===== config.mk =====
export PLATFORM = sky130hd
export DESIGN_NAME = accel_mem_arbiter_flat
export DESIGN_NICKNAME = d
export VERILOG_FILES = /design/src/rtl/accel_mem_arbiter_if.sv /design/src/rtl/accel_mem_arbiter.sv /design/src/flat_wrapper.sv
export SDC_FILE = /design/constraint.sdc
export NUM_CORES = 1
export LEC_CHECK = 0
export ABC_AREA = 1
export ABC_CLOCK_PERIOD_IN_PS = 2000
export CAP_MARGIN = 30
export CORE_AREA = 8 8 115 117
export CTS_CLUSTER_DIAMETER = 60
export DETAILED_ROUTE_END_ITERATION = 8
export DIE_AREA = 0 0 123 125
export GPL_TIMING_DRIVEN = 0
export PLACE_DENSITY = 0.73
export SLEW_MARGIN = 20
export SYNTH_ARGS = -nofsm -noshare
export SYNTH_HDL_FRONTEND = slang
export SYNTH_SLANG_ARGS = --single-unit

===== constraint.sdc =====
create_clock -name clk -period 2 [get_ports clk]
set_input_delay 0.2 -clock clk [delete_from_list [all_inputs] [get_ports clk]]
set_output_delay 0.2 -clock clk [all_outputs]
set_load 0.01 [all_outputs]

===== src/rtl/accel_mem_arbiter_if.sv =====
// Signal bundle between the host port, the accelerator channels, the shared RAM port and the arbiter.
// The arbiter takes the slave view; requesters and RAM together take the master view.
interface accel_mem_arbiter_if #(
    parameter int ADDR_WIDTH      = 10,
    parameter int DATA_WIDTH      = 32,
    parameter int NUM_CH          = 2,
    parameter int STALL_CNT_WIDTH = 16
);
    logic                             accel_busy;
    logic                             host_req;
    logic                             host_gnt;
    logic [ADDR_WIDTH-1:0]            host_addr;
    logic                             host_we;
    logic [DATA_WIDTH/8-1:0]          host_be;
    logic [DATA_WIDTH-1:0]            host_wdata;
    logic                             host_rvalid;
    logic [DATA_WIDTH-1:0]            host_rdata;
    logic [NUM_CH-1:0]                ch_req;
    logic [NUM_CH-1:0]                ch_gnt;
    logic [NUM_CH*ADDR_WIDTH-1:0]     ch_addr;
    logic [NUM_CH-1:0]                ch_we;
    logic [NUM_CH*DATA_WIDTH/8-1:0]   ch_be;
    logic [NUM_CH*DATA_WIDTH-1:0]     ch_wdata;
    logic [NUM_CH-1:0]                ch_rvalid;
    logic [DATA_WIDTH-1:0]            ch_rdata;
    logic                             mem_en;
    logic [ADDR_WIDTH-1:0]            mem_addr;
    logic                             mem_we;
    logic [DATA_WIDTH/8-1:0]          mem_be;
    logic [DATA_WIDTH-1:0]            mem_wdata;
    logic [DATA_WIDTH-1:0]            mem_rdata;
    logic [STALL_CNT_WIDTH-1:0]       host_stall_cycles;

    modport slave (
        input  accel_busy, host_req, host_addr, host_we, host_be, host_wdata,
               ch_req, ch_addr, ch_we, ch_be, ch_wdata, mem_rdata,
        output host_gnt, host_rvalid, host_rdata, ch_gnt, ch_rvalid, ch_rdata,
               mem_en, mem_addr, mem_we, mem_be, mem_wdata, host_stall_cycles
    );

    modport master (
        output accel_busy, host_req, host_addr, host_we, host_be, host_wdata,
               ch_req, ch_addr, ch_we, ch_be, ch_wdata, mem_rdata,
        input  host_gnt, host_rvalid, host_rdata, ch_gnt, ch_rvalid, ch_rdata,
               mem_en, mem_addr, mem_we, mem_be, mem_wdata, host_stall_cycles
    );
endinterface


===== src/rtl/accel_mem_arbiter.sv =====
// Arbitrates one host port and NUM_CH round-robin accelerator channels onto a 1-cycle-latency RAM port,
// with an optional bounded wait after which a stalled host is forced through while the accelerator is busy.
module accel_mem_arbiter #(
    parameter int ADDR_WIDTH      = 10,
    parameter int DATA_WIDTH      = 32,
    parameter int NUM_CH          = 2,
    parameter int MAX_HOST_WAIT   = 8,
    parameter int STALL_CNT_WIDTH = 16
) (
    input  logic              clk,
    input  logic              rst,
    accel_mem_arbiter_if.slave bus
);
    localparam int BE_W   = DATA_WIDTH / 8;
    localparam int RR_W   = (NUM_CH > 1) ? $clog2(NUM_CH) : 1;
    localparam int WAIT_W = (MAX_HOST_WAIT > 0) ? $clog2(MAX_HOST_WAIT + 1) : 1;
    localparam logic [WAIT_W-1:0] WAIT_MAX = WAIT_W'(MAX_HOST_WAIT);
    localparam logic [RR_W-1:0]   LAST_CH  = RR_W'(NUM_CH - 1);

    logic [RR_W-1:0]            rr_ptr_q, rr_ptr_d;
    logic [WAIT_W-1:0]          wait_cnt_q, wait_cnt_d;
    logic [STALL_CNT_WIDTH-1:0] stall_q, stall_d;
    logic                       owner_vld_q, owner_vld_d;
    logic                       owner_host_q, owner_host_d;
    logic [RR_W-1:0]            owner_ch_q, owner_ch_d;
    logic                       ch_found;
    logic [RR_W-1:0]            ch_sel;
    logic                       force_host;
    logic                       gnt_host;
    logic                       gnt_ch;

    // Round-robin: lowest requester at or above rr_ptr, otherwise wrap to the lowest one below it.
    always_comb begin
        ch_found = 1'b0;
        ch_sel   = '0;
        for (int i = 0; i < NUM_CH; i++) begin
            if (!ch_found && bus.ch_req[i] && (i >= int'(rr_ptr_q))) begin
                ch_found = 1'b1;
                ch_sel   = RR_W'(i);
            end
        end
        for (int i = 0; i < NUM_CH; i++) begin
            if (!ch_found && bus.ch_req[i] && (i < int'(rr_ptr_q))) begin
                ch_found = 1'b1;
                ch_sel   = RR_W'(i);
            end
        end
    end

    // wait_cnt saturates at WAIT_MAX, so equality is the threshold test.
    assign force_host = (MAX_HOST_WAIT != 0) && (wait_cnt_q == WAIT_MAX);

    always_comb begin
        gnt_host = 1'b0;
        gnt_ch   = 1'b0;
        if (!rst) begin
            if (!bus.accel_busy) begin
                gnt_host = bus.host_req;
                gnt_ch   = !bus.host_req && ch_found;
            end else begin
                gnt_host = bus.host_req && (force_host || !ch_found);
                gnt_ch   = !gnt_host && ch_found;
            end
        end
    end

    always_comb begin
        bus.host_gnt  = gnt_host;
        bus.ch_gnt    = '0;
        bus.mem_en    = gnt_host || gnt_ch;
        bus.mem_addr  = '0;
        bus.mem_we    = 1'b0;
        bus.mem_be    = '0;
        bus.mem_wdata = '0;
        if (gnt_host) begin
            bus.mem_addr  = bus.host_addr;
            bus.mem_we    = bus.host_we;
            bus.mem_be    = bus.host_be;
            bus.mem_wdata = bus.host_wdata;
        end
        for (int i = 0; i < NUM_CH; i++) begin
            if (gnt_ch && (ch_sel == RR_W'(i))) begin
                bus.ch_gnt[i] = 1'b1;
                bus.mem_addr  = bus.ch_addr[i*ADDR_WIDTH +: ADDR_WIDTH];
                bus.mem_we    = bus.ch_we[i];
                bus.mem_be    = bus.ch_be[i*BE_W +: BE_W];
                bus.mem_wdata = bus.ch_wdata[i*DATA_WIDTH +: DATA_WIDTH];
            end
        end
    end

    always_comb begin
        rr_ptr_d = rr_ptr_q;
        if (gnt_ch) begin
            rr_ptr_d = (ch_sel == LAST_CH) ? '0 : ch_sel + RR_W'(1);
        end
        wait_cnt_d = wait_cnt_q;
        if (!bus.host_req || gnt_host) begin
            wait_cnt_d = '0;
        end else if (bus.accel_busy && (wait_cnt_q != WAIT_MAX)) begin
            wait_cnt_d = wait_cnt_q + WAIT_W'(1);
        end
        stall_d = stall_q;
        if (bus.host_req && !gnt_host && (stall_q != '1)) begin
            stall_d = stall_q + STALL_CNT_WIDTH'(1);
        end
        owner_vld_d  = gnt_host || gnt_ch;
        owner_host_d = gnt_host;
        owner_ch_d   = ch_sel;
    end

    always_ff @(posedge clk) begin
        if (rst) begin
            rr_ptr_q    <= '0;
            wait_cnt_q  <= '0;
            stall_q     <= '0;
            owner_vld_q <= 1'b0;
        end else begin
            rr_ptr_q    <= rr_ptr_d;
            wait_cnt_q  <= wait_cnt_d;
            stall_q     <= stall_d;
            owner_vld_q <= owner_vld_d;
        end
    end

    // Owner id is only meaningful while owner_vld_q is set, so it carries no reset.
    always_ff @(posedge clk) begin
        owner_host_q <= owner_host_d;
        owner_ch_q   <= owner_ch_d;
    end

    always_comb begin
        bus.host_rvalid = !rst && owner_vld_q && owner_host_q;
        bus.ch_rvalid   = '0;
        for (int i = 0; i < NUM_CH; i++) begin
            bus.ch_rvalid[i] = !rst && owner_vld_q && !owner_host_q && (owner_ch_q == RR_W'(i));
        end
    end

    assign bus.host_rdata        = bus.mem_rdata;
    assign bus.ch_rdata          = bus.mem_rdata;
    assign bus.host_stall_cycles = stall_q;
endmodule


===== src/flat_wrapper.sv =====
// flat-port wrapper written by rule: the top's interface ports become plain ports
module accel_mem_arbiter_flat 
#(
    parameter int ADDR_WIDTH      = 10,
    parameter int DATA_WIDTH      = 32,
    parameter int NUM_CH          = 2,
    parameter int MAX_HOST_WAIT   = 8,
    parameter int STALL_CNT_WIDTH = 16
)
  (clk, rst, bus_accel_busy, bus_host_req, bus_host_addr, bus_host_we, bus_host_be, bus_host_wdata, bus_ch_req, bus_ch_addr, bus_ch_we, bus_ch_be, bus_ch_wdata, bus_mem_rdata, bus_host_gnt, bus_host_rvalid, bus_host_rdata, bus_ch_gnt, bus_ch_rvalid, bus_ch_rdata, bus_mem_en, bus_mem_addr, bus_mem_we, bus_mem_be, bus_mem_wdata, bus_host_stall_cycles);
  accel_mem_arbiter_if #(.ADDR_WIDTH(ADDR_WIDTH), .DATA_WIDTH(DATA_WIDTH), .NUM_CH(NUM_CH), .STALL_CNT_WIDTH(STALL_CNT_WIDTH)) bus_i ();
  input  logic clk;
  input  logic rst;
  input wire logic [$bits(bus_i.accel_busy)-1:0] bus_accel_busy;
  input wire logic [$bits(bus_i.host_req)-1:0] bus_host_req;
  input wire logic [$bits(bus_i.host_addr)-1:0] bus_host_addr;
  input wire logic [$bits(bus_i.host_we)-1:0] bus_host_we;
  input wire logic [$bits(bus_i.host_be)-1:0] bus_host_be;
  input wire logic [$bits(bus_i.host_wdata)-1:0] bus_host_wdata;
  input wire logic [$bits(bus_i.ch_req)-1:0] bus_ch_req;
  input wire logic [$bits(bus_i.ch_addr)-1:0] bus_ch_addr;
  input wire logic [$bits(bus_i.ch_we)-1:0] bus_ch_we;
  input wire logic [$bits(bus_i.ch_be)-1:0] bus_ch_be;
  input wire logic [$bits(bus_i.ch_wdata)-1:0] bus_ch_wdata;
  input wire logic [$bits(bus_i.mem_rdata)-1:0] bus_mem_rdata;
  output wire logic [$bits(bus_i.host_gnt)-1:0] bus_host_gnt;
  output wire logic [$bits(bus_i.host_rvalid)-1:0] bus_host_rvalid;
  output wire logic [$bits(bus_i.host_rdata)-1:0] bus_host_rdata;
  output wire logic [$bits(bus_i.ch_gnt)-1:0] bus_ch_gnt;
  output wire logic [$bits(bus_i.ch_rvalid)-1:0] bus_ch_rvalid;
  output wire logic [$bits(bus_i.ch_rdata)-1:0] bus_ch_rdata;
  output wire logic [$bits(bus_i.mem_en)-1:0] bus_mem_en;
  output wire logic [$bits(bus_i.mem_addr)-1:0] bus_mem_addr;
  output wire logic [$bits(bus_i.mem_we)-1:0] bus_mem_we;
  output wire logic [$bits(bus_i.mem_be)-1:0] bus_mem_be;
  output wire logic [$bits(bus_i.mem_wdata)-1:0] bus_mem_wdata;
  output wire logic [$bits(bus_i.host_stall_cycles)-1:0] bus_host_stall_cycles;
  assign bus_i.accel_busy = bus_accel_busy;
  assign bus_i.host_req = bus_host_req;
  assign bus_i.host_addr = bus_host_addr;
  assign bus_i.host_we = bus_host_we;
  assign bus_i.host_be = bus_host_be;
  assign bus_i.host_wdata = bus_host_wdata;
  assign bus_i.ch_req = bus_ch_req;
  assign bus_i.ch_addr = bus_ch_addr;
  assign bus_i.ch_we = bus_ch_we;
  assign bus_i.ch_be = bus_ch_be;
  assign bus_i.ch_wdata = bus_ch_wdata;
  assign bus_i.mem_rdata = bus_mem_rdata;
  assign bus_host_gnt = bus_i.host_gnt;
  assign bus_host_rvalid = bus_i.host_rvalid;
  assign bus_host_rdata = bus_i.host_rdata;
  assign bus_ch_gnt = bus_i.ch_gnt;
  assign bus_ch_rvalid = bus_i.ch_rvalid;
  assign bus_ch_rdata = bus_i.ch_rdata;
  assign bus_mem_en = bus_i.mem_en;
  assign bus_mem_addr = bus_i.mem_addr;
  assign bus_mem_we = bus_i.mem_we;
  assign bus_mem_be = bus_i.mem_be;
  assign bus_mem_wdata = bus_i.mem_wdata;
  assign bus_host_stall_cycles = bus_i.host_stall_cycles;
  accel_mem_arbiter #(.ADDR_WIDTH(ADDR_WIDTH), .DATA_WIDTH(DATA_WIDTH), .NUM_CH(NUM_CH), .MAX_HOST_WAIT(MAX_HOST_WAIT), .STALL_CNT_WIDTH(STALL_CNT_WIDTH)) u_core (.clk(clk), .rst(rst), .bus(bus_i));
endmodule

# == Yosys cells after proc, flatten, opt, wreduce, memory -nomap -nowiden ==
# Cells that the tools add are included.
# totals
ff_bits,24
latchBits,0
ram_bits,0
mem_bits_ro,0
in_bits,179
output_inout_bits,134
word_cells,69
n_memories,0
# classes
n_addsub,3
n_mul,0
n_div,0
order_cmp,2
eq_ne,3
shift,0
muxes,24
bitwise,2
reduce_logical,29
# ops
op,count
$mux 32,3
$mux 10,3
$logic_and 1x1->1,17
$add 16x1->16 const B,1
$ne 16x16->1 const B,1
$mux 1,15
$mux 4,3
$logic_not 1->1,8
$add 4x1->4 const B,1
$eq 4x4->1 const B,1
$ne 4x4->1 const B,1
$logic_or 1x1->1,3
$not 1->1,2
$reduce_or 2->1,1
$add 1x1->1 const B,1
$ge 1x1->1 const A,1
$lt 1x1->1 const A,1

# == Logic depth before layout (Yosys ltp) ==
# Gate-level depths: netlist (run 1).
# logic_depth
word_depth,20
mapped_depth,11
depth_no_buf,10

# == Worst setup path after synthesis (run 1) ==
# No wires, ideal clock.
# synth_timing
path_type,register -> output
startpoint,register u_core.wait_cnt_q[0]
endpoint,output port bus_mem_wdata[10]
arrival_time_ns,1.532
required_ns,1.800
slack_ns,0.268
path_stages_with_launch,12
cell_sequence,dfxtp_1 -> inv_1 -> ha_1 -> nand3_4 -> nand2_2 -> a21boi_2 -> nand2_2 -> nor2_4 -> buf_6 -> buf_6 -> nand2_1 -> nand3_1
# synth_via
elab_chain_len,10
elab_cells_between_ends,14
cone_classes,eq/ne: 1; mux: 7; reduce/logical: 6
# synth_rtl
element,line,source
"start, declared",accel_mem_arbiter.sv:21,"logic [WAIT_W-1:0] wait_cnt_q, wait_cnt_d;"
"start signal, assigned",accel_mem_arbiter.sv:120,wait_cnt_q <= wait_cnt_d;
$eq 4x4->1 *,accel_mem_arbiter.sv:51,assign force_host = (MAX_HOST_WAIT != 0) && (wait_cnt_q == WAIT_MAX);
$logic_or 1x1->1 *,accel_mem_arbiter.sv:61,gnt_host = bus.host_req && (force_host || !ch_found);
$logic_and 1x1->1 *,accel_mem_arbiter.sv:61,
$logic_not 1->1,accel_mem_arbiter.sv:62,gnt_ch = !gnt_host && ch_found;
$logic_and 1x1->1,accel_mem_arbiter.sv:62,
$mux 1,accel_mem_arbiter.sv:57,if (!bus.accel_busy) begin
$mux 1,accel_mem_arbiter.sv:56,if (!rst) begin
$logic_and 1x1->1,accel_mem_arbiter.sv:82,if (gnt_ch && (ch_sel == RR_W'(i))) begin
$mux 32,accel_mem_arbiter.sv:82,
$mux 32 *,accel_mem_arbiter.sv:82,
"end, declared",flat_wrapper.sv:36,output wire logic [$bits(bus_i.mem_wdata)-1:0] bus_mem_wdata;
# Mark *: on every way between the ends. The rest lies on a longest branch, timed or not.

# == Worst setup path after layout (run 1) ==
# layout_timing
startpoint,register u_core.wait_cnt_q[0]
endpoint,output port bus_mem_wdata[3]
# The elaborated chain is that of the path after synthesis.

==> results of run 1 <==
state kept, by name, summed over array words and instances, names as in the netlist:
register,flops
u_core.owner_host_q,1
u_core.rr_ptr_q,1
u_core.bus.host_stall_cycles,16
u_core.wait_cnt_q,4
u_core.owner_vld_q,1
u_core.owner_ch_q,1
cells in the mapped netlist (all sizes together):
master  number  share of area (%)
a21boi       2                1.1
a21oi       17                3.5
buf         79                 22
clkbuf       2               0.27
dfxtp       24                 18
ha           3                1.4
inv         18                2.5
nand2      198                 28
nand3       72                 14
nand4        2               0.46
nor2        27                4.5
nor3         1               0.18
o211ai       1               0.27
o21ai        3               0.55
xnor2       10                3.2
xor2         3               0.96
logic make-up after synthesis:
kind of cell | Yosys count | synth area share (%)
and+or+nand+nor | 300 | 47.3
buffers and inverters | 99 | 24.3
DFF | 24 | 17.5
AOI/OAI and AO/OA | 23 | 5.43
xor gates and xnor gates | 13 | 4.15
adders and majority gates | 3 | 1.37
final timing paths:
| path | to | slack (ps) | cells past startpoint |
|---|---|---|---|
| setup / recovery | bus_mem_wdata[3] | -280 | 15 |
| hold / removal | u_core.rr_ptr_q | 510 | 2 |
| setup reg to reg | u_core.bus.host_stall_cycles[10] | 200 | 8 |
| hold reg to reg | u_core.rr_ptr_q | 510 | 2 |
layout make-up:
| cell class | count | area [sq um] | area share [%] |
|---|---|---|---|
| Multi-Input combinational cell | 339 | 2030 | 29.6 |
| Tap cell | 147 | 184 | 2.68 |
| Buffer | 79 | 671 | 9.77 |
| Sequential cell | 24 | 483 | 7.04 |
| Inverter | 18 | 75.1 | 1.09 |
| Clock buffer | 4 | 88.8 | 1.29 |
| Timing Repair Buffer | 326 | 3330 | 48.5 |
power by group through the flow:
stage	clock network, uW	registers, uW	logic (uW)
6_report	482	501	1340
3_3_place_gp	0	511	1090
2_1_floorplan	0	510	375
3_5_place_dp	0	511	1090
5_1_grt	517	502	1420
4_1_cts	496	501	1220
timing repair:
action,in CTS,in global routing
cloned,6,2
setup buffers,29,13
gates resized for setup,327,104
setup endpoints to repair,51,52
hold buffers,0,0
pin swaps,6,15
metrics by stage:
| step | utilization (%) | cells | power (uW) |
|---|---|---|---|
| finish | 59.1 | 937 | 2320 |
| global route | 59.1 | 937 | 2440 |
| CTS | 55.0 | 928 | 2220 |
| detailed placement | 49.4 | 889 | 1600 |
| global placement | 49.4 | 889 | 1600 |
| floorplan | - | 462 | 885 |
layer usage:
metal | up-vias | share of wire (%)
met3 | 6 | 15
met1 | 1804 | 38
met5 | - | 0
li1 | 2061 | -
met2 | 204 | 46
met4 | 0 | 0.29
critical path, delay by kind of cell (launching register included):
kind | cells | cell delay [ps]
fa+ha+maj | 1 | 160
simple gates | 6 | 440
compound gates | 1 | 160
buf+inv | 7 | 710
flops | 1 | 340
==> run metrics, run 1 <==
syn nets=about 640; share of cells above drive strength 1=37.3%; #FFs+latches synth=24; sequential fraction of the synthesis area=17.5%; Crit Path Max Fanout=5; Logic pwr share=between 50 and 60%; largest net degree at the start of global routing=14; Final WS setup=-282 ps; Crit-path slowest cell=dfxtp_2; switching pwr=around 700 uW; n_diodes=0; commonest non-fill, non-tap cells in the layout=clkdlybuf4s50_1, nand2_1, buf_4; via count=between 4000 and 5000; CP arrival=between 2000 and 2500 ps; NumNets Final=roughly 970; Avg Inst Size Synth=about 5.9 sq um; Die Y=125 microns; CTS tree=done; row cnt=40; TritonCTS Buffers=3; clk sinks=24; synth warn=0; critical path cell sequence=inv_2, ha_4, nand3_4, nand2_4, a21boi_2, nand2_2, nor2_4, buf_12, buf_12, buf_8, buf_6, buf_8, nand2_4, nand3_4, buf_6; worst flop-to-flop path startpoint=u_core.bus.host_stall_cycles[0]; Max Freq=approximately 440 MHz; critical path's largest stage delay=roughly 340 ps; actual slew at the worst max-slew pin=a little over 500 ps; failing checks=negative setup slack; clock tree buffer depth=2; Final Critical Period=2280 ps; initial antenna violation count=0; Via density=4.35; Pins Over Slew Limit=0; unrepaired setup endpoints after global routing=yes; DP HPWL=roughly 14000 microns; share of power burned in registers=21.6%; Final Hold Fails=0; Req. time, crit path=between 1500 and 2000 ps; Cells after Synth=roughly 460; Die X=123 microns; Port Buffers=280; CP Capture Type=output port; Clock H-tree levels=1; Post-DP Area=about 5700 sq um; clock group share of total power=about a fifth; DRC Markers=0; Tot GR Track Use=between 20% and 30%; Reg clk slew, reported paths=60 ps; Power Internal=1620 uW; clock root buffer=clkbuf_16; core footprint=11600 sq um; Max transition margin=about two thirds; Die ar.=around 15000 sq um; GRT busiest layer=met2; Initial Utilization=23.6%; peak supply drop=between 0.2 and 0.3 mV; leakage=0.00313 uW; Skew-Pair Late Insertion Delay=around 260 ps; Cell variety after synth=27; DR iter-0 viols=235; grt met1 use=approximately a quarter; TritonRoute pass-1 iters=5; met2 usage=35.1%; status=finished with violations; clk_skew=3.75 ps; vias in the first global route=approximately 4000; Placer Congestion=approximately 0.89; pwr/cell area=around 340 nW/um^2; area delta synth->final=150%; startpoint of the worst hold path=u_core.rr_ptr_q; IO Count=about 310; final period utilization=114%; GR Overflow Total=0; WHS=510 ps; worst slack at placement=-742 ps; Filler cells=1039; global-route wire length before repair=approximately 25000 microns; Wirelength per Cell=~20 microns; design area=roughly 6900 sq um; total routed wirelength=approximately 18000 microns; # Max-Cap Violations=0; Sw Share=a little under a third; final setup fails=between 40 and 50; startpoint types=register; Fin Setup TNS=-9230 ps; ANT nets after route=0; Worst Setup SP=u_core.wait_cnt_q[0]; most common cell after layout, fill and taps aside=clkdlybuf4s50_1; type of the most critical hold path=reg2reg; Mapped Area=roughly 2700 sq um; critical path class=reg2out; met3 Use GR=between 10% and 20%
(Power assumes the default switching activity.)
==> inputs of run 2 (changes only) <==
==> constraint.sdc (replaced) <==
create_clock -name clk -period 2 [get_ports clk]
set_input_delay 0.4 -clock clk [delete_from_list [all_inputs] [get_ports clk]]
set_output_delay 0.4 -clock clk [all_outputs]
set_load 0.01 [all_outputs]
==> run metrics, run 2 (synthesized netlist as in run 1, its figures left out) <==
DP HPWL=14400 microns (unchanged); Crit Path Max Fanout=5 (unchanged); DRC Markers=0 (unchanged); critical path class=reg2out; Fin Setup TNS=-19360 ps (-10130 ps); Placer Congestion=0.887 (unchanged); actual slew at the worst max-slew pin=524 ps (+6.07 ps); Power Internal=1590 uW (-1.4%); startpoint types=register; ANT nets after route=0 (unchanged); commonest non-fill, non-tap cells in the layout=clkdlybuf4s50_1, nand2_1, buf_4; switching pwr=692 uW (-1.8%); DR iter-0 viols=164 (-30%); failing checks=negative setup slack; NumNets Final=976 (+0.31%); WHS Path Cells=2 (unchanged); most common cell after layout, fill and taps aside=clkdlybuf4s50_1; Pins Over Slew Limit=0 (unchanged); core footprint=11600 sq um (unchanged); Initial Utilization=23.6% (unchanged); GR Overflow Total=0 (unchanged); CP Capture Type=output port; area delta synth->final=146%; vias in the first global route=3986 (-0.72%); Post-DP Area=5730 sq um (unchanged); initial antenna violation count=1 (+1); max reg flops=16 (unchanged); pwr/cell area=339 nW/um^2 (+0.26%); clock root buffer=clkbuf_16; Final WS setup=-468 ps (-186 ps); design area=6740 sq um (-1.8%); Req. time, crit path=1600 ps (-200 ps); clock group share of total power=21.3% (+0.5 points); leakage=0.00306 uW (-2.0%); IO Count=313 (unchanged); total power draw=2290 uW (-1.5%); CTS tree=done; type of the most critical hold path=reg2reg; total routed wirelength=18100 microns (-1.4%); Wirelength per Cell=19.2 microns (-1.7%); Final Critical Period=2470 ps (+186 ps); TritonCTS Buffers=3 (unchanged); register area=483 sq um (unchanged); Multi-input gate area=1940 sq um (-4.6%); largest net degree at the start of global routing=14 (unchanged); # Max-Cap Violations=0 (unchanged); clk_skew=5.76 ps (+2.01 ps); Worst Reg-to-Reg Cells=12 (+4); Sw Share=30.3% (-0.081 points); Max transition margin=65.1% (-0.40 points); final period utilization=123% (+9.3 points); Logic pwr share=56.8% (-0.9 points); Die Y=125 microns (unchanged); Via density=4.31 (-0.98%); clk sinks=24 (unchanged); Tot GR Track Use=21.3% (-0.19 points); Clock H-tree levels=1 (unchanged); n_diodes=0 (unchanged); Final Hold Fails=0 (unchanged); Max Freq=405 MHz (-7.5%); status=finished with violations; share of cells above drive strength 1=35.6% (-1.8 points); peak supply drop=0.279 mV (+3.3%); CP arrival=2070 ps (about the same); via count=4048 (-0.66%); TritonRoute pass-1 iters=6 (+1); Die X=123 microns (unchanged); Port Buffers=280 (unchanged); row cnt=40 (unchanged); global-route wire length before repair=25000 microns (-0.98%); Reg clk slew, reported paths=70 ps (about the same); Filler cells=1067 (+2.7%); share of power burned in registers=21.9% (+0.3 points); final setup fails=50 (+2.0%); Die ar.=15400 sq um (unchanged); unrepaired setup endpoints after global routing=yes; Skew-Pair Late Insertion Delay=260 ps (about the same); clock tree buffer depth=2 (unchanged)
==> run 2: changes by cell type in the layout (fill, tap and decap cells not counted), moves of 7 or more <==
| cell | previous run | this run |
|---|---|---|
| clkdlybuf4s50_1 | 229 | 221 |
| dlygate4sd2_1 | 1 | 8 |
| nand2_1 | 145 | 156 |
| nand3_1 | 28 | 35 |
| buf_6 | 59 | 46 |
| buf_4 | 88 | 97 |
==> run 2: worst max-delay path: stages, from the launching register on <==
cell      delay (ps)
dfxtp_2          340
inv_2             50
ha_4             160
nand3_4           70
nand2_4           60
a21boi_4         140
nand2_2           90
nor2_4           110
buf_12           110
buf_12            90
buf_8             90
buf_6            110
buf_8            140
nand2_4           60
nand3_4           60
buf_6            110
==> run 2: power groups by stage <==
| stage | registers [uW] | clock network (uW) | logic [uW] |
|---|---|---|---|
| global route | 502 | 517 | 1380 |
| detailed placement | 511 | 0 | 1090 |
| CTS | 501 | 496 | 1200 |
| global placement | 511 | 0 | 1090 |
| finish | 501 | 488 | 1300 |
| floorplan | 510 | 0 | 375 |
==> run 2: final cells by class <==
cell class,count,share of cell area (%)
Buffer,77,9.84
Clock buffer,4,1.32
Inverter,18,1.11
Multi-Input combinational cell,339,28.8
Sequential cell,24,7.16
Tap cell,147,2.73
Timing Repair Buffer,331,49.1
==> run 2: final timing paths <==
kind	from	to	slack (ps)
hold / removal	u_core.rr_ptr_q	u_core.rr_ptr_q	510
setup / recovery	u_core.wait_cnt_q[0]	bus_mem_wdata[3]	-470
setup reg to reg	u_core.wait_cnt_q[0]	u_core.bus.host_stall_cycles[9]	60
hold reg to reg	u_core.rr_ptr_q	u_core.rr_ptr_q	510
==> run 2: stage by stage <==
| step | utilization [%] | std cells | setup WS (ps) | hold WS [ps] |
|---|---|---|---|---|
| 6_report | 58.1 | 940 | -468 | 514 |
| 3_5_place_dp | 49.4 | 889 | -1140 | 492 |
| 3_3_place_gp | 49.4 | 889 | -1180 | 486 |
| 2_1_floorplan | - | 462 | 67.7 | 464 |
| 4_1_cts | 54.3 | 924 | -486 | 506 |
| 5_1_grt | 58.1 | 940 | -547 | 540 |
==> run 2: what timing repair did <==
item / 4_1_cts / 5_1_grt
gates resized for setup: 322 / 89
hold buffers: 0 / 0
pin swaps: 8 / 13
buffers inserted: 26 / 21
gates cloned: 5 / 2
endpoints found under the setup margin: 54 / 51
==> run 2: routing by layer <==
metal,GRT usage [%],share of wire [%]
met3,12.8,16
met4,1.13,0.32
met2,35.2,47
met5,0,0.072
met1,24.2,37
==> inputs of run 3 (changes only) <==
ABC_AREA = default   (was 1)
CORE_AREA = 8 8 114 116   (was 8 8 115 117)
DIE_AREA = 0 0 122 124   (was 0 0 123 125)
==> run metrics, run 3 <==
register area=485 sq um (+0.52%); reg2reg setup slack=100 ps (+40 ps); Initial Utilization=23.5% (-0.15 points); syn nets=504 (-22%); area share of the largest cell type after synthesis=18.6% (-7.8 points); total routed wirelength=16000 microns (-11%); GR Overflow Total=0 (unchanged); Max transition margin=71.6% (+6.6 points); row cnt=39 (-2.5%); Placed Cells=745 (-16%); Final Non-Filler Cells=765 (-19%); pwr/cell area=344 nW/um^2 (+1.4%); number of flops mapped to enable cells by yosys=0 (unchanged); Async SR Flop Fraction=0% (unchanged); worst flop-to-flop path startpoint=u_core.wait_cnt_q[1]; r2r endpoint=u_core.bus.host_stall_cycles[13]; clock tree buffer depth=2 (unchanged); # Max-Cap Violations=0 (unchanged); clk_skew=4.17 ps (-1.59 ps); commonest non-fill, non-tap cells in the layout=clkdlybuf4s50_1, buf_4, and2_1, a221o_1, buf_6; failing checks=negative setup slack; Layout Utilization=53.5% (-4.6 points); CP Capture Point=bus_mem_wdata[30]; Skew-Pair Late Insertion Delay=260 ps (about the same); Cells after Synth=322 (-30%); Reg clk slew, reported paths=60 ps (about the same); type of the most critical hold path=reg2reg; startpoint types=register; initial antenna violation count=0 (-1); max reg flops=16 (unchanged); area leader, netlist=buf_4; sequential fraction of the synthesis area=18.3% (+0.80 points); IO Count=313 (unchanged); actual slew at the worst max-slew pin=426 ps (-98.3 ps); Port Buffers=280 (unchanged); largest net degree at the start of global routing=14 (unchanged); TritonCTS Buffers=3 (unchanged); critical path cell sequence=inv_2, ha_4, nand3b_1, a21boi_2, a2111oi_4, buf_4, buf_8, a221o_1, buf_6; Die X=122 microns (-0.81%); status=finished with violations; critical path's largest stage delay=370 ps (+30 ps); core footprint=11200 sq um (-3.8%); TritonRoute pass-1 iters=4 (-2); CTS tree=done; Final Hold Fails=0 (unchanged); CP Capture Type=output port; peak supply drop=0.300 mV (+7.2%); unrepaired setup endpoints after global routing=yes; Req. time, crit path=1600 ps (about the same); global-route wire length before repair=21600 microns (-14%); via count=3520 (-13%); area delta synth->final=128%; share of cells above drive strength 1=29.1% (-6.5 points); Pins Over Slew Limit=0 (unchanged); CP arrival=2140 ps (+70 ps); vias in the first global route=3699 (-7.2%); clock root buffer=clkbuf_16; Cell variety after synth=42 (+56%); Worst Reg-to-Reg Cells=7 (-5); Tot GR Track Use=18.5% (-2.8 points); DP HPWL=13900 microns (-3.1%); NumNets Final=805 (-18%); Wirelength per Cell=20.9 microns (+9.0%); Crit-path slowest cell=a221o_1; Die Y=124 microns (-0.80%); Mapped Area=2620 sq um (-4.4%); #FFs+latches synth=24 (unchanged); worst slack at placement=-1600 ps (-458 ps); DR iter-0 viols=193 (+18%); synth warn=0 (unchanged); n_diodes=0 (unchanged); Via density=4.60 (+6.8%); most common cell in the netlist=buf_4; Placer Congestion=0.856 (-3.5%); Avg Inst Size Synth=8.15 sq um (+37%); Final Critical Period=2540 ps (+70.3 ps); Worst Setup SP=u_core.wait_cnt_q[1]; Synth Flop Type=dfxtp_1; final period utilization=127% (+3.5 points); Max Freq=394 MHz (-2.8%); DRC Markers=0 (unchanged); Filler cells=1068 (+0.094%); Fin Setup TNS=-22550 ps (-3190 ps); Final WS setup=-539 ps (-70.3 ps); Die ar.=15100 sq um (-1.6%); critical path class=reg2out; clk sinks=24 (unchanged); most common cell after layout, fill and taps aside=clkdlybuf4s50_1; Multi-input gate area=1570 sq um (-19%); Clock H-tree levels=1 (unchanged); final setup fails=50 (unchanged); ANT nets after route=0 (unchanged); leakage=0.00253 uW (-17%); Synth top cells by count=buf_4, a221o_1, and2_1, dfxtp_1, nor2_1; Crit Path Max Fanout=5 (unchanged); synth top area cells=buf_4, dfxtp_1, a221o_1
## run 3: timing repair
action                                  CTS  global route
pin swaps                                 8            27
endpoints found under the setup margin   61            64
buffers inserted                          3            12
hold buffers                              0             0
gates cloned                              0             4
resized for setup                       229            96
## run 3: how the worst min path moves through the flow
stage | cells past startpoint | endpoint | start
floorplan | 1 | u_core.wait_cnt_q[0] | u_core.wait_cnt_q[0]
global placement | 1 | u_core.wait_cnt_q[0] | u_core.wait_cnt_q[0]
detailed placement | 1 | u_core.wait_cnt_q[0] | u_core.wait_cnt_q[0]
CTS | 1 | u_core.wait_cnt_q[0] | u_core.wait_cnt_q[0]
global route | 2 | u_core.wait_cnt_q[0] | u_core.wait_cnt_q[0]
finish | 2 | u_core.bus.host_stall_cycles[14] | u_core.bus.host_stall_cycles[14]
## run 3: area by class of cell
| class | instances | share of cell area (%) |
|---|---|---|
| Timing Repair Buffer | 297 | 49.0 |
| Multi-Input combinational cell | 204 | 26.3 |
| Buffer | 86 | 11.7 |
| Sequential cell | 24 | 8.13 |
| Tap cell | 143 | 2.99 |
| Clock buffer | 4 | 1.49 |
| Inverter | 7 | 0.440 |
## run 3: logic make-up (layout without fill, tap and decap cells)
logic type               after synthesis  count (layout)  share of synthesized area [%]
flip-flops                            24              24                           18.3
adder cells (fa/ha/maj)                3               3                           1.43
AND/OR/NAND/NOR                      117             117                           27.1
buffers and inverters                 94             394                           23.7
AO/OA/AOI/OAI                         76              76                           26.3
multiplexers                           6               6                           2.57
XOR/XNOR                               2               2                          0.668
## run 3: metal layers
| layer | vias to the layer above | track usage, % | routed length [microns] |
|---|---|---|---|
| met5 | - | 0 | 0 |
| met4 | 0 | 2.62 | 129 |
| met3 | 11 | 8.61 | 1700 |
| met2 | 186 | 31.7 | 7840 |
| met1 | 1581 | 21.1 | 6340 |
| li1 | 1742 | - | - |
## run 3: per-stage QoR
| step | hold WS [ps] | power [uW] | instance area [sq um] |
|---|---|---|---|
| 6_report | 506 | 2060 | 5970 |
| 5_1_grt | 535 | 2160 | 5970 |
| 4_1_cts | 434 | 1970 | 5560 |
| 3_5_place_dp | 424 | 1560 | 5610 |
| 3_3_place_gp | 414 | 1550 | 5610 |
| 2_1_floorplan | 406 | 877 | 2630 |
## run 3: critical path, delay by kind of cell, from the launching register on
family,cells,cell delay (ps)
flops,1,330
fa+ha+maj,1,120
buf+inv,4,530
simple gates,1,190
compound gates,3,720
## run 3: power breakdown
| part | total, uW | internal, uW | switching (uW) |
|---|---|---|---|
| registers | 498 | 488 | 10.5 |
| logic | 1090 | 706 | 380 |
| clock network | 471 | 306 | 165 |
| total | 2060 | 1500 | 556 |
